## src/rtl/branch_predictor_pkg.sv

```systemverilog
// Shared types for the IF-stage branch target buffer: direction-counter states,
// table entry layout and the counter step function.
package branch_predictor_pkg;

    localparam int unsigned BP_TAG_MAX = 30;

    typedef enum logic [1:0] {
        SNT = 2'b00,
        WNT = 2'b01,
        WT  = 2'b10,
        ST  = 2'b11
    } bp_state_t;

    // Tag field is sized for the smallest table; narrower tags are zero-extended.
    typedef struct packed {
        logic                  valid;
        logic [BP_TAG_MAX-1:0] tag;
        logic [31:0]           target;
        bp_state_t             state;
    } bp_entry_t;

    function automatic bp_state_t bp_next_state(input bp_state_t s, input logic taken);
        bp_state_t n;
        n = s;
        case (s)
            SNT:     n = taken ? WNT : SNT;
            WNT:     n = taken ? WT  : SNT;
            WT:      n = taken ? ST  : WNT;
            ST:      n = taken ? ST  : WT;
            default: n = WNT;
        endcase
        return n;
    endfunction

endpackage

```

## src/rtl/bp_perf_counter.sv

```systemverilog
// 32-bit event counter that sticks at all-ones instead of wrapping.
module bp_perf_counter (
    input  logic        CLK,
    input  logic        nRST,
    input  logic        en,
    input  logic        inc,
    output logic [31:0] count
);

    always_ff @(posedge CLK or negedge nRST) begin
        if (!nRST) begin
            count <= '0;
        end else if (en && inc && (count != '1)) begin
            count <= count + 32'd1;
        end
    end

endmodule

```

## src/rtl/branch_predictor.sv

```systemverilog
// Direct-mapped BTB with 2-bit direction counters; predicts in IF, trains and
// flags redirects from resolved branches in EX.
module branch_predictor
    import branch_predictor_pkg::*;
#(
    parameter int unsigned ENTRIES = 16,
    parameter int unsigned IDX_W   = $clog2(ENTRIES),
    parameter int unsigned TAG_W   = 30 - IDX_W
) (
    input  logic        CLK,
    input  logic        nRST,
    input  logic [31:0] pc_if,
    output logic        pred_taken,
    output logic [31:0] pred_target,
    input  logic        upd_en,
    input  logic [31:0] upd_pc,
    input  logic        upd_taken,
    input  logic [31:0] upd_target,
    input  logic        upd_pred_taken,
    input  logic [31:0] upd_pred_target,
    output logic        mispredict,
    output logic [31:0] correct_pc,
    output logic [31:0] perf_branches,
    output logic [31:0] perf_mispredicts
);

    bp_entry_t tbl [ENTRIES];

    function automatic logic [BP_TAG_MAX-1:0] tag_of(input logic [31:0] pc);
        logic [TAG_W-1:0] t;
        t = pc[31:IDX_W+2];
        return BP_TAG_MAX'(t);
    endfunction

    logic [IDX_W-1:0] rd_idx;
    logic [IDX_W-1:0] wr_idx;
    bp_entry_t        rd_ent;
    bp_entry_t        wr_ent;
    logic             rd_hit;
    logic             wr_hit;

    always_comb begin
        rd_idx      = pc_if[IDX_W+1:2];
        rd_ent      = tbl[rd_idx];
        rd_hit      = rd_ent.valid && (rd_ent.tag == tag_of(pc_if));
        pred_taken  = rd_hit && rd_ent.state[1];
        pred_target = pred_taken ? rd_ent.target : pc_if + 32'd4;
    end

    always_comb begin
        wr_idx = upd_pc[IDX_W+1:2];
        wr_ent = tbl[wr_idx];
        wr_hit = wr_ent.valid && (wr_ent.tag == tag_of(upd_pc));
    end

    always_comb begin
        mispredict = 1'b0;
        correct_pc = '0;
        if (upd_en) begin
            mispredict = (upd_taken != upd_pred_taken) ||
                         (upd_taken && (upd_target != upd_pred_target));
            correct_pc = upd_taken ? upd_target : upd_pc + 32'd4;
        end
    end

    // Lookup reads pre-edge contents; a same-index write lands only at the edge.
    always_ff @(posedge CLK or negedge nRST) begin
        if (!nRST) begin
            for (int unsigned i = 0; i < ENTRIES; i++) begin
                tbl[i] <= '{valid: 1'b0, tag: '0, target: '0, state: WNT};
            end
        end else if (upd_en) begin
            if (wr_hit) begin
                tbl[wr_idx].state <= bp_next_state(wr_ent.state, upd_taken);
                if (upd_taken) begin
                    tbl[wr_idx].target <= upd_target;
                end
            end else if (upd_taken) begin
                tbl[wr_idx] <= '{valid: 1'b1, tag: tag_of(upd_pc), target: upd_target, state: WT};
            end
        end
    end

    bp_perf_counter u_perf_branches (
        .CLK   (CLK),
        .nRST  (nRST),
        .en    (upd_en),
        .inc   (1'b1),
        .count (perf_branches)
    );

    bp_perf_counter u_perf_mispredicts (
        .CLK   (CLK),
        .nRST  (nRST),
        .en    (upd_en),
        .inc   (mispredict),
        .count (perf_mispredicts)
    );

endmodule
```

## config.mk

```make
export PLATFORM = sky130hd
export DESIGN_NAME = branch_predictor
export DESIGN_NICKNAME = d
export VERILOG_FILES = /design/src/rtl/branch_predictor_pkg.sv /design/src/rtl/bp_perf_counter.sv /design/src/rtl/branch_predictor.sv
export SDC_FILE = /design/constraint.sdc
export NUM_CORES = 2
export LEC_CHECK = 0
export BUFFER_PORTS_ARGS = -buffer_cell sky130_fd_sc_hd__clkbuf_2
export CORE_MARGIN = 2
export CORE_UTILIZATION = 56
export DETAILED_ROUTE_END_ITERATION = 7
export PLACE_DENSITY = 0.82
export SLEW_MARGIN = 30
export SYNTH_ARGS = -nofsm -noshare
export SYNTH_HDL_FRONTEND = slang
export SYNTH_SLANG_ARGS = --single-unit
```

## constraint.sdc

```tcl
create_clock -name CLK -period 4.8 [get_ports CLK]
set_clock_uncertainty 0.1 [all_clocks]
set_input_delay 0.96 -clock CLK [delete_from_list [all_inputs] [get_ports CLK]]
set_output_delay 0.96 -clock CLK [all_outputs]
set_load 0.01 [all_outputs]
```

# Word-level counts from Yosys, hierarchy flattened

Index checks and enable logic that the tools add are counted.

Multiplexer cells: 29
Add/subtract/negate cells: 4
$lt $le $gt $ge: 3
Bitwise logic cells: 2
Equality and inequality tests: 9
Reductions and logical operators: 12

Operators by type and width:

| cell                  | number |
|---|---|
| $bwmux 1040           | 3 |
| $mux 1040             | 3 |
| $demux 65 s4          | 3 |
| $bmux 65 s4           | 2 |
| $mux 65               | 5 |
| $mux 32               | 3 |
| $add 32x1->32 const B | 2 |
| $add 32x3->32 const B | 2 |
| $ne 32x32->1 const B  | 2 |
| $eq 30x26->1          | 2 |
| $mux 34               | 1 |
| $ne 32x32->1          | 1 |
| $ge 5x5->1 const B    | 2 |
| $mux 2                | 5 |
| $not 4->5             | 2 |
| $logic_and 1x1->1     | 8 |
| $pmux 2 s4            | 1 |
| $lt 5x1->1 const B    | 1 |
| $eq 2x2->1 const B    | 2 |
| $mux 1                | 3 |
| $eq 2x1->1 const B    | 1 |
| $logic_not 2->1       | 1 |
| $reduce_and 2->1      | 1 |
| $reduce_bool 2->1     | 1 |
| 2 further kinds       | 2 |

Register bits after elaboration: 1,104
Logic and storage cells: 125

# Longest topological paths before layout

Depth in word-level cells: 12
Gate-level depth with buffers: 15
Gate-level depth less buffers: 10

# Cells and area by module

A second synthesis with hierarchy kept.

Cell total of the unflattened synthesis: 3,784
Area total of the unflattened synthesis: 55,046.5 um2

By module, submodules not included:

| module           | seq. area each (um2) | times used | cells an instance | area each (um2) |
|---|---|---|---|---|
| branch_predictor | 24,443.4             | 1          | 3,506             | 51,941.1 |
| bp_perf_counter  | 800.8                | 2          | 139               | 1,552.7 |

# Least setup slack after synthesis

OpenSTA, ideal clock, no wires.

Path type: in2out
From: input port pc_if[3]
To: output port pred_target[23]
Stages: 11
Path buffers: 4
Data arrival time: 4.136 ns
Path slack: -0.396 ns
Path through: buf_2 -> buf_2 -> buf_1 -> mux4_2 -> mux4_2 -> xor2_1 -> nor4_1 -> nand4_1 -> nor4_4 -> buf_6 -> mux2_2

Longest elaborated chain between the ends: 8
Elaborated cells on any way between the ends: 9
Those cells by class: add/sub (1); eq/ne (1); mux (4); bitwise (1); reduce/logical (2)

Ends and longest elaborated chain:

| element                                         | line                   | RTL |
|---|---|---|
| from (decl)                                     | branch_predictor.sv:12 | `input logic [31:0] pc_if,` |
| $not 4->5 (not written as such) (*)             | branch_predictor.sv:44 | `rd_ent = tbl[rd_idx];` |
| $bmux 65 s4 (*)                                 | branch_predictor.sv:44 |  |
| $mux 65 (not written as such) (*) (2 in series) | branch_predictor.sv:44 |  |
| $eq 30x26->1                                    | branch_predictor.sv:45 | `rd_hit = rd_ent.valid && (rd_ent.tag == tag_of(pc_if));` |
| $logic_and 1x1->1                               | branch_predictor.sv:45 |  |
| $logic_and 1x1->1 (*)                           | branch_predictor.sv:46 | `pred_taken = rd_hit && rd_ent.state[1];` |
| via pred_taken                                  | branch_predictor.sv:13 | `output logic pred_taken,` |
| $mux 32 (*)                                     | branch_predictor.sv:47 | `pred_target = pred_taken ? rd_ent.target : pc_if + 32'd4;` |
| to (decl)                                       | branch_predictor.sv:14 | `output logic [31:0] pred_target,` |

Mark *: on every way through the listed nets, which the timed path passes. The rest lies on a longest branch. The select of a mux whose other input is x is not followed.

# Worst setup path in the final report

From: register tbl[816] in the netlist's numbering
To: output port pred_target[0]

Longest elaborated chain between the ends: 7

Ends and longest elaborated chain:

| element                                     | line                   | RTL |
|---|---|---|
| from (decl)                                 | branch_predictor.sv:27 | `bp_entry_t tbl [ENTRIES];` |
| from (signal, indexed assignment)           | branch_predictor.sv:70 | `tbl[i] <= '{valid: 1'b0, tag: '0, target: '0, state: WNT};` |
| from (signal, indexed assignment)           | branch_predictor.sv:79 | `tbl[wr_idx] <= '{valid: 1'b1, tag: tag_of(upd_pc), target: upd_target, state: WT};` |
| $bmux 65 s4                                 | branch_predictor.sv:44 |  |
| $mux 65 (not written as such) (2 in series) | branch_predictor.sv:44 |  |
| $eq 30x26->1                                | branch_predictor.sv:45 |  |
| $logic_and 1x1->1                           | branch_predictor.sv:45 |  |
| $logic_and 1x1->1                           | branch_predictor.sv:46 |  |
| $mux 32                                     | branch_predictor.sv:47 |  |

Every way passes these cells. The select of a mux whose other input is x is not followed.

==> impl_metrics.csv <==
group,metric,value,unit
status,status,"finished, violations left",
status,violations,"design-rule violations, negative setup slack",
placement,gp_congestion,0.992,
logic_synthesis,yosysWarningCount,0,
final_layout,final_layout_size_suffix_gt1_share,45.8,%
sta,drv_slew,0,
logic_synthesis,synth_xor_area_share,3.26,%
logic_synthesis,syn_inst,3852,
sta,rsz0062_at_grt,"yes",
logic_synthesis,ys_seq_elements,1040,
run,drv_cap,0,
final_layout,ff_latch_area,0.0260,mm2
power,netSwitchingPower,7.18,mW
power,switching_share,28.5,%
logic_synthesis,synth-compound-area-share,3.07,%
floorplanning,io_pins,263,
critical_path,cp_max_fo,9,
cts,root_buffer,"clkbuf_16",
sta,finalCritPeriodShare,113,%
placement,dp.cells,5361,
power,power_frac_seq,46.0,%
final_layout,fin_util,65.8,%
final_layout,multi_input_area,0.0267,mm2
power,p_per_area,397,mW/mm2
route,wl_per_cell,31.5,um
floorplanning,dieWidth,315,um
logic_synthesis,yosys.cell_types.count,71,
logic_synthesis,synth_top_area_share,47.2,%
power,cellLeakagePower,28.6,nW
logic_synthesis,async_reset_ff_share,100,%
placement,hpwlAfterDp,117000,um
grt,grt.total_usage,35.1,%
floorplanning,die_area,0.0995,mm2
sta,timing.final.ws_setup,-0.631,ns
sta,fmax,184,MHz
cts,clk_pin_slew,0.06,ns
sta,finalSetupViolCount,33,
logic_synthesis,netlist_area,0.0543,mm2
cts,hold_buffers,0,
placement,port_buffers,262,
route,dr.pass1.iters,8,
route,via_count,38300,
route,vias_per_cell,6.85,
logic_synthesis,syn_nets,3993,
grt,grt_pass1_wl,257000,um
power,internal_power,18.0,mW
power,combPwrFrac,20.5,%
final_layout,nFillCells,6477,
logic_synthesis,ys_seq_area_share,47.9,%
route,drc,1,
route,drt_wl_total,176000,um
critical_path,worst_setup_path_start_kind,"flip-flop",
sta,slew_headroom,45.6,%
logic_synthesis,synth_top_flop_cell,"dfrtp_1",
floorplanning,die_y,315,um
power,ir_drop,0.327,mV
grt,grt_max_degree,101,
sta,hold_violations,0,
sta,tightest_slew,0.815,ns
logic_synthesis,synth-simple-area-share,5.11,%
critical_path,critical_path_required,3.74,ns
critical_path,critical_path_class,"reg2out",
cts,cts_tree,"done",
final_layout,final_nets,4369,
logic_synthesis,avgSynthCellArea,14.1,um2
sta,holdWs,0.0911,ns
logic_synthesis,synth_top_family_by_area,"multiplexers",
logic_synthesis,synth_edf_count,0,
cts,insertion_delay,0.73,ns
cts,clock_sinks,1040,
critical_path,reg2reg_from,"tbl[105]",
floorplanning,core,0.0964,mm2
grt,gr-total-overflow,0,
route,drtIter0Drc,4554,
cts,cts_buffer_depth,3,
route,drtAntennaViolNets,0,
logic_synthesis,synth_mux_area_share,37.0,%
cts,cts_buffers,107,
worst_hold_path,hold_class,"in2async",
critical_path,arrival,4.37,ns
critical_path,r2r_cells,10,
final_layout,area_delta_synth_final,16.8,%
floorplanning,placementRows,114,
critical_path,cp-end-kind,"primary output",
final_layout,final_cells,5593,
floorplanning,initial_core_util,56.3,%
logic_synthesis,synth_top_cell_by_area,"dfrtp_1",
grt,grt_pass1_vias,39000,
sta,period_needed,5.43,ns
logic_synthesis,synth_fa_ha_area_share,0.203,%
power,pwr-share-clk,33.5,%
logic_synthesis,synth.area.top_cells,"dfrtp_1 (47%), mux2_2 (16%), mux4_2 (15%)",
critical_path,cp-startpoint,"tbl[816]",
grt,antenna_found_initial,19,
cts,htreeDepth,3,
cell usage after synthesis (20+ instances only):
cell type	instances
nor3_1	26
buf_2	50
a22oi_1	33
buf_1	31
mux4_2	356
mux2i_1	125
and2_1	32
buf_6	30
nand4_1	37
a21oi_1	43
nor4_1	20
buf_4	26
clkbuf_1	214
inv_1	39
xor2_1	85
dfrtp_1	1024
nand3_1	73
mux2_1	209
xnor2_1	117
o21ai_0	46
nand2_1	151
nor2_1	62
and3_1	34
mux2_2	753
cell usage in the layout, fill, tap and decap left out, types with 18 or more instances in the layout:
master        n
dfrtp_1    1024
mux2_2      725
mux4_2      356
buf_4       258
clkbuf_2    251
mux2_1      209
nand2_1     135
mux2i_1     123
xnor2_1     115
clkbuf_16   112
buf_12       85
xor2_1       83
nand3_1      73
nor2_1       62
o21ai_0      45
a21oi_1      40
inv_1        38
nand4_1      37
and3_1       34
a22oi_1      33
and2_1       32
clkbuf_1     29
mux2_4       28
nor3_1       24
clkbuf_8     20
nor2b_1      18
o311ai_0     18
logic make-up (layout without fill, tap and decap cells):
family	after synthesis	count (layout)
fa+ha+maj	9	9
compound gates	239	239
simple gates	526	526
xor+xnor	202	202
buf+inv	393	854
mux	1443	1443
flops	1040	1040
other cells	0	4
what timing repair did:
item                                    CTS  global route
endpoints found under the setup margin   35            39
gates resized for setup                  21            26
pin swaps                                 5             9
setup buffers                             7            20
gates cloned                              2             5
final cells by class:
class	count	share of cell area (%)
antenna	4	0.0158
clock buffer	155	4.80
clock inverter	39	0.801
inverter	42	0.252
multi-input combinational	2419	42.1
sequential	1040	41.0
tap	1276	2.52
timing repair buffer	618	8.47
worst max-delay path, cell delays in order (launching register included):
cell	delay, ns
dfrtp_1	0.41
mux4_2	0.50
mux2i_2	0.24
xor2_1	0.27
a21oi_2	0.12
a2111oi_4	0.35
nand3_1	0.15
or4_4	0.54
nor4_4	0.20
buf_12	0.26
buf_12	0.15
mux2_2	0.32
clkbuf_2	0.12
path summary, 6_finish.rpt:
path | endpoint | slack (ns)
worst max register to register | tbl[759] | 0.96
worst min-delay path | tbl[596] | 0.09
worst min register to register | u_perf_branches.count[25] | 0.39
min in group CLK | u_perf_branches.count[25] | 0.39
max in group asynchronous | tbl[1019] | 3.26
worst max-delay path | pred_target[0] | -0.63
power groups by stage:
stage	registers [mW]	logic, mW	clock network, mW
final	11.6	5.16	8.44
after global routing	11.7	5.44	8.86
after CTS	11.5	5.05	8.48
after detailed placement	11.6	4.95	0
after global placement	11.5	4.77	0
after floorplan	11.2	3.48	0
per-stage QoR:
| stage | worst slack (ns) | total power, mW | cell area, um2 | TNS (ns) |
|---|---|---|---|---|
| floorplan | -0.149 | 14.7 | 54500 | -4.17 |
| global placement | -0.700 | 16.3 | 59200 | -23.86 |
| detailed placement | -0.764 | 16.6 | 59200 | -25.62 |
| CTS | -0.573 | 25.0 | 63000 | -17.10 |
| global route | -0.653 | 26.0 | 63400 | -20.33 |
| finish | -0.631 | 25.2 | 63500 | -19.70 |
state kept, by name, summed over array words and instances (netlist names):
signal                    count
tbl                         976
u_perf_branches.count        32
u_perf_mispredicts.count     32
routing by layer:
layer / vias up / global-route usage, % / wire (um)
met2: 2678 / 52.1 / 78500
met5: - / 0 / 121
met4: 18 / 20.5 / 11600
met1: 19800 / 45.0 / 62600
met3: 668 / 12.1 / 23200
li1: 15100 / - / -
Note: power is estimated with default switching activity, not from simulation.
